$ cat src/rtl/fetch_unit.sv
// Instruction fetch stage: drives PC load controls, issues in-order memory requests under
// credit gating, tags responses with their fetch address and buffers them for decode.
module fetch_unit #(
    parameter int WIDTH_P      = 32,
    parameter int FIFO_DEPTH_P = 2
) (
    input  logic               clk_i,
    input  logic               rst_n_i,
    input  logic [WIDTH_P-1:0] pc_q_i,
    output logic               pc_load_o,
    output logic [WIDTH_P-1:0] pc_load_val_o,
    input  logic               redirect_i,
    input  logic [WIDTH_P-1:0] redirect_pc_i,
    output logic               imem_req_o,
    output logic [WIDTH_P-1:0] imem_addr_o,
    input  logic               imem_gnt_i,
    input  logic               imem_rvalid_i,
    input  logic [31:0]        imem_rdata_i,
    output logic               instr_valid_o,
    input  logic               instr_ready_i,
    output logic [31:0]        instr_o,
    output logic [WIDTH_P-1:0] instr_pc_o
);
    localparam int AW = $clog2(FIFO_DEPTH_P);
    localparam int CW = AW + 1;
    localparam logic [CW-1:0] DEPTH_C = CW'(FIFO_DEPTH_P);

    // outstanding_q counts every request in flight, including those marked for discard
    logic [CW-1:0]      outstanding_q;
    logic [CW-1:0]      discard_q;
    logic [CW-1:0]      fifo_cnt_q;
    logic [AW-1:0]      pend_wr_q;
    logic [AW-1:0]      pend_rd_q;
    logic [AW-1:0]      fifo_wr_q;
    logic [AW-1:0]      fifo_rd_q;
    logic [WIDTH_P-1:0] pend_addr_q  [FIFO_DEPTH_P];
    logic [WIDTH_P-1:0] fifo_pc_q    [FIFO_DEPTH_P];
    logic [31:0]        fifo_instr_q [FIFO_DEPTH_P];

    logic          redirect;
    logic          issue;
    logic          drop;
    logic          accept;
    logic          pop;
    logic [CW-1:0] credits;

    assign redirect      = redirect_i && rst_n_i;
    assign instr_valid_o = (fifo_cnt_q != '0);
    assign pop           = instr_valid_o && instr_ready_i && !redirect;

    // An entry leaving the buffer this cycle frees its credit immediately, so a
    // two-entry buffer sustains one instruction per cycle at single-cycle latency.
    assign credits    = outstanding_q + fifo_cnt_q - CW'(pop);
    assign imem_req_o = rst_n_i && !redirect && (credits < DEPTH_C);
    assign imem_addr_o = pc_q_i;
    assign issue      = imem_req_o && imem_gnt_i;

    assign drop   = imem_rvalid_i && (redirect || (discard_q != '0));
    assign accept = imem_rvalid_i && !drop;

    assign pc_load_o     = !issue;
    assign pc_load_val_o = redirect ? (redirect_pc_i & ~WIDTH_P'(3)) : pc_q_i;

    assign instr_o    = fifo_instr_q[fifo_rd_q];
    assign instr_pc_o = fifo_pc_q[fifo_rd_q];

    always_ff @(posedge clk_i or negedge rst_n_i) begin
        if (!rst_n_i) begin
            outstanding_q <= '0;
            discard_q     <= '0;
            fifo_cnt_q    <= '0;
            pend_wr_q     <= '0;
            pend_rd_q     <= '0;
            fifo_wr_q     <= '0;
            fifo_rd_q     <= '0;
            for (int i = 0; i < FIFO_DEPTH_P; i++) begin
                pend_addr_q[i]  <= '0;
                fifo_pc_q[i]    <= '0;
                fifo_instr_q[i] <= '0;
            end
        end else begin
            outstanding_q <= outstanding_q + CW'(issue) - CW'(imem_rvalid_i);
            if (redirect) begin
                // everything still in flight is stale, including a response arriving now
                discard_q  <= outstanding_q - CW'(imem_rvalid_i);
                fifo_cnt_q <= '0;
                pend_wr_q  <= '0;
                pend_rd_q  <= '0;
                fifo_wr_q  <= '0;
                fifo_rd_q  <= '0;
            end else begin
                if (drop) begin
                    discard_q <= discard_q - 1'b1;
                end
                if (issue) begin
                    pend_addr_q[pend_wr_q] <= pc_q_i;
                    pend_wr_q              <= pend_wr_q + 1'b1;
                end
                if (accept) begin
                    fifo_pc_q[fifo_wr_q]    <= pend_addr_q[pend_rd_q];
                    fifo_instr_q[fifo_wr_q] <= imem_rdata_i;
                    fifo_wr_q               <= fifo_wr_q + 1'b1;
                    pend_rd_q               <= pend_rd_q + 1'b1;
                end
                if (pop) begin
                    fifo_rd_q <= fifo_rd_q + 1'b1;
                end
                fifo_cnt_q <= fifo_cnt_q + CW'(accept) - CW'(pop);
            end
        end
    end

    no_push_when_full: assert property (@(posedge clk_i) disable iff (!rst_n_i)
        !(accept && (fifo_cnt_q == DEPTH_C)));

endmodule

$ cat config.mk
export PLATFORM = sky130hd
export DESIGN_NAME = fetch_unit
export DESIGN_NICKNAME = d
export VERILOG_FILES = /design/src/rtl/fetch_unit.sv
export SDC_FILE = /design/constraint.sdc
export NUM_CORES = 1
export LEC_CHECK = 0
export CAP_MARGIN = 20
export CORE_AREA = 3 3 113 223
export CTS_CLUSTER_SIZE = 30
export DETAILED_ROUTE_END_ITERATION = 8
export DIE_AREA = 0 0 116 226
export GPL_TIMING_DRIVEN = 0
export HOLD_SLACK_MARGIN = 0.15
export PLACE_DENSITY = 0.74
export SYNTH_ARGS = -nofsm -noshare
export SYNTH_HDL_FRONTEND = slang
export SYNTH_SLANG_ARGS = --single-unit
$ cat constraint.sdc
create_clock -name clk_i -period 3.56 [get_ports clk_i]
set_input_delay 0.356 -clock clk_i [delete_from_list [all_inputs] [get_ports clk_i]]
set_output_delay 0.356 -clock clk_i [all_outputs]
set_load 0.01 [all_outputs]
==> flow_summary.yaml <==
sta:
  drv_slew: 0
  post-route-min-period_ns: 3.39
  finalSetupViolations: 0
  relSlewSlack_pct: 53.2
  grt_setup_unrepaired: "no"
  whs_ns: 0.194
  fin_crit_sh_pct: 95.2
  finalHoldViolCount: 0
  tightest_slew_ns: 0.700
  fin_worst_skew_ns: 0.0127
  timing.fmax_ghz: 0.295
pwr:
  p_comb_share_pct: 43.4
  clkPwrFrac_pct: 19.3
  seqPwrFrac_pct: 37.3
  swShare_pct: 31.2
  power_density_nw_per_um2: 813
  p_int_mw: 7.28
  vdd_drop_max_uv: 350
  leakage_nw: 5.91
  switchingPower_mw: 3.30
  p_total_mw: 10.6
finish:
  syn_to_final_growth_pct: 39.3
  nFillCells: 2057
  stdcell_count: 1343
  drive_gt1_share_pct: 27.4
  num-nets-final: 1156
  final_cell_area_um2: 13000
placement:
  port_buffers: 230
  dp.cells: 1293
  gp_congestion: 0.759
  hpwl_um: 17400
  place_area_um2: 12100
route:
  avgViaCountPerCell: 4.96
  finalWirelength_um: 24700
  vias: 6656
  dr.pass1.iters: 4
  drtIter0Drc: 207
  drcViolationCount: 0
  ant_nets: 0
  routedWlPerCell_um: 18.4
yosys:
  synth_ff_type: "dfrtp_1"
  syn_area_per_cell_um2: 12.0
  synth_edf_count: 0
  syn_area_um2: 9340
  ys_ff_latch: 202
  synth_fa_ha_area_share_pct: 0.937
  ys_types: 32
  syn-num-nets: 887
  synth_compound_area_share_pct: 3.71
  synth_top_family_by_area: "multiplexers"
  seq_area_frac_synth_pct: 54.1
  synth_xor_area_share_pct: 1.19
  synth-simple-area-share_pct: 7.97
  netlist_instances: 778
  yosysWarnings: 0
  ys_async_sr_fraction_pct: 100
  synthMuxAreaShare_pct: 26.8
floorplanning:
  fp.dieArea_um2: 26200
  start_util_pct: 39.7
  ios: 233
  die_w_um: 116
  die_y_um: 226
  rows: 79
  core_area_um2: 23500
cts:
  cts_buffers: 20
  clock_sinks: 202
  clk_path_buf_depth: 3
  path_clk_slew_ns: 0.06
  clk_latency_ns: 0.48
  cts_tree: "done"
  cts_root_buf: "clkbuf_16"
  htree_levels: 1
worst_setup_path:
  timing.critical_path.fanout_max: 10
  end_kind: "primary output"
  worstPathArrival_ns: 3.03
  critPathKind: "in2out"
  startpoint_type: "primary input"
  cp.required_ns: 3.20
global_route:
  grt_max_degree: 52
  track_usage_pct: 18.7
  grt_overflow: 0
  grt_pass1_vias: 7314
  grt_pass1_wl_um: 38200
  antenna_found_initial: 1
worst_hold_path:
  holdCritPathClass: "in2async"
job:
  cap_violations: 0
status:
  outcome: "complete, no violations"
==> critical path, cell delays in order <==
cell and delay, ns:
buf_16 0.12, buf_12 0.12, buf_16 0.13, buf_16 0.13, and2_1 0.17, clkbuf_8 0.20
buf_4 0.20, nor2_1 0.19, ha_1 0.19, xnor2_1 0.14, xnor3_2 0.37, and3b_1 0.19
clkdlybuf4s50_1 0.51
==> worst paths after layout <==
kind | startpoint | endpoint | slack [ns] | cells after the start
max | rst_n_i | imem_req_o | 0.17 | 13
min | rst_n_i | fifo_pc_q[63] | 0.19 | 4
max reg2reg | fifo_cnt_q[1] | outstanding_q[1] | 0.77 | 13
min reg2reg | fifo_pc_q[35] | fifo_pc_q[35] | 0.48 | 2
max in group asynchronous | rst_n_i | fifo_instr_q[19] | 2.31 | 5
min in group clk_i | redirect_i | pend_wr_q | 0.37 | 2
==> synth_stat cells (2+ instances only) <==
cell	instances	share of area, %
and2_1	4	0.27
and3b_1	2	0.19
buf_1	3	0.12
buf_2	14	0.75
buf_4	34	2.7
buf_6	4	0.48
clkbuf_1	22	0.88
dfrtp_1	202	54
ha_1	7	0.94
inv_1	7	0.28
mux2_2	184	22
mux2_4	7	1.1
mux2i_1	32	3.4
nand2_1	159	6.4
nand2b_1	3	0.20
nor2_1	6	0.24
o21ai_0	65	3.5
xnor2_1	6	0.56
xor2_1	4	0.37
==> layout make-up <==
cell class,count,area (µm²),share of cell area (%)
flip-flops and latches,202,5050,38.8
inverters,7,26.3,0.202
clock inverters,6,61.3,0.471
multi-input cells,492,3800,29.2
diodes,1,2.50,0.0192
well taps,283,354,2.72
clock buffers,28,572,4.39
repair buffers,247,2670,20.5
plain buffers,77,478,3.67
==> registers in the layout (all words and copies together) (netlist names) <==
signal	flops
pend_addr_q	64
fifo_cnt_q	2
discard_q	2
fifo_instr_q	64
fifo_rd_q	1
fifo_pc_q	64
pend_rd_q	1
outstanding_q	2
fifo_wr_q	1
pend_wr_q	1
==> timing repair <==
item / CTS / global route
setup buffers: 1 / 0
cloned: 5 / 0
pin swaps: 1 / 0
endpoints found under the setup margin: 94 / 1
hold buffers: 9 / 0
endpoints found under the hold margin: 95 / 0
resized for setup: 8 / 1
==> cell families (layout without fill, tap and decap cells) <==
group / after synthesis / count (layout)
other: 0 / 1
buffers and inverters: 84 / 365
muxes: 224 / 224
AOI/OAI and AO/OA: 68 / 68
and+or+nand+nor: 182 / 182
adders and majority gates: 7 / 7
xor gates and xnor gates: 11 / 11
DFF: 202 / 202
==> metrics by stage <==
step / setup TNS (ns) / utilization [%] / setup slack (ns)
global placement: -2933.51 / 51.0 / -8.12
finish: 0 / 55.3 / 0.169
global route: 0 / 55.3 / 0.0695
floorplan: 0 / - / 0.668
CTS: 0 / 55.3 / 0.0689
detailed placement: -98.64 / 51.3 / -1.50
==> metal layers <==
metal	vias to the layer above	routed length, µm	global-route usage, %
met5	-	0	0
met1	3295	8770	19.3
met2	165	13900	36.1
met3	49	1000	2.76
li1	3147	-	-
met4	0	1030	7.91
==> layout by cell type (no fill, tap or decap), types with 6 or more instances in the layout <==
master,netlist,layout
buf_2,14,14
buf_4,34,36
clkbuf_1,22,26
clkbuf_16,0,21
clkdlybuf4s50_1,0,227
dfrtp_1,202,202
dlygate4sd3_1,0,6
ha_1,7,7
inv_1,7,7
mux2_2,184,184
mux2_4,7,7
mux2i_1,32,32
nand2_1,159,159
nor2_1,6,6
o21ai_0,65,65
xnor2_1,6,6
==> power by group through the flow <==
| stage | registers, mW | logic [mW] | clock network, mW |
|---|---|---|---|
| after detailed placement | 3.98 | 4.57 | 0 |
| after floorplan | 3.82 | 2.74 | 0 |
| after global routing | 4.08 | 5.00 | 2.18 |
| after global placement | 3.92 | 4.48 | 0 |
| final | 3.94 | 4.59 | 2.05 |
| after CTS | 3.94 | 4.68 | 2.10 |
(Power assumes the default switching activity.)
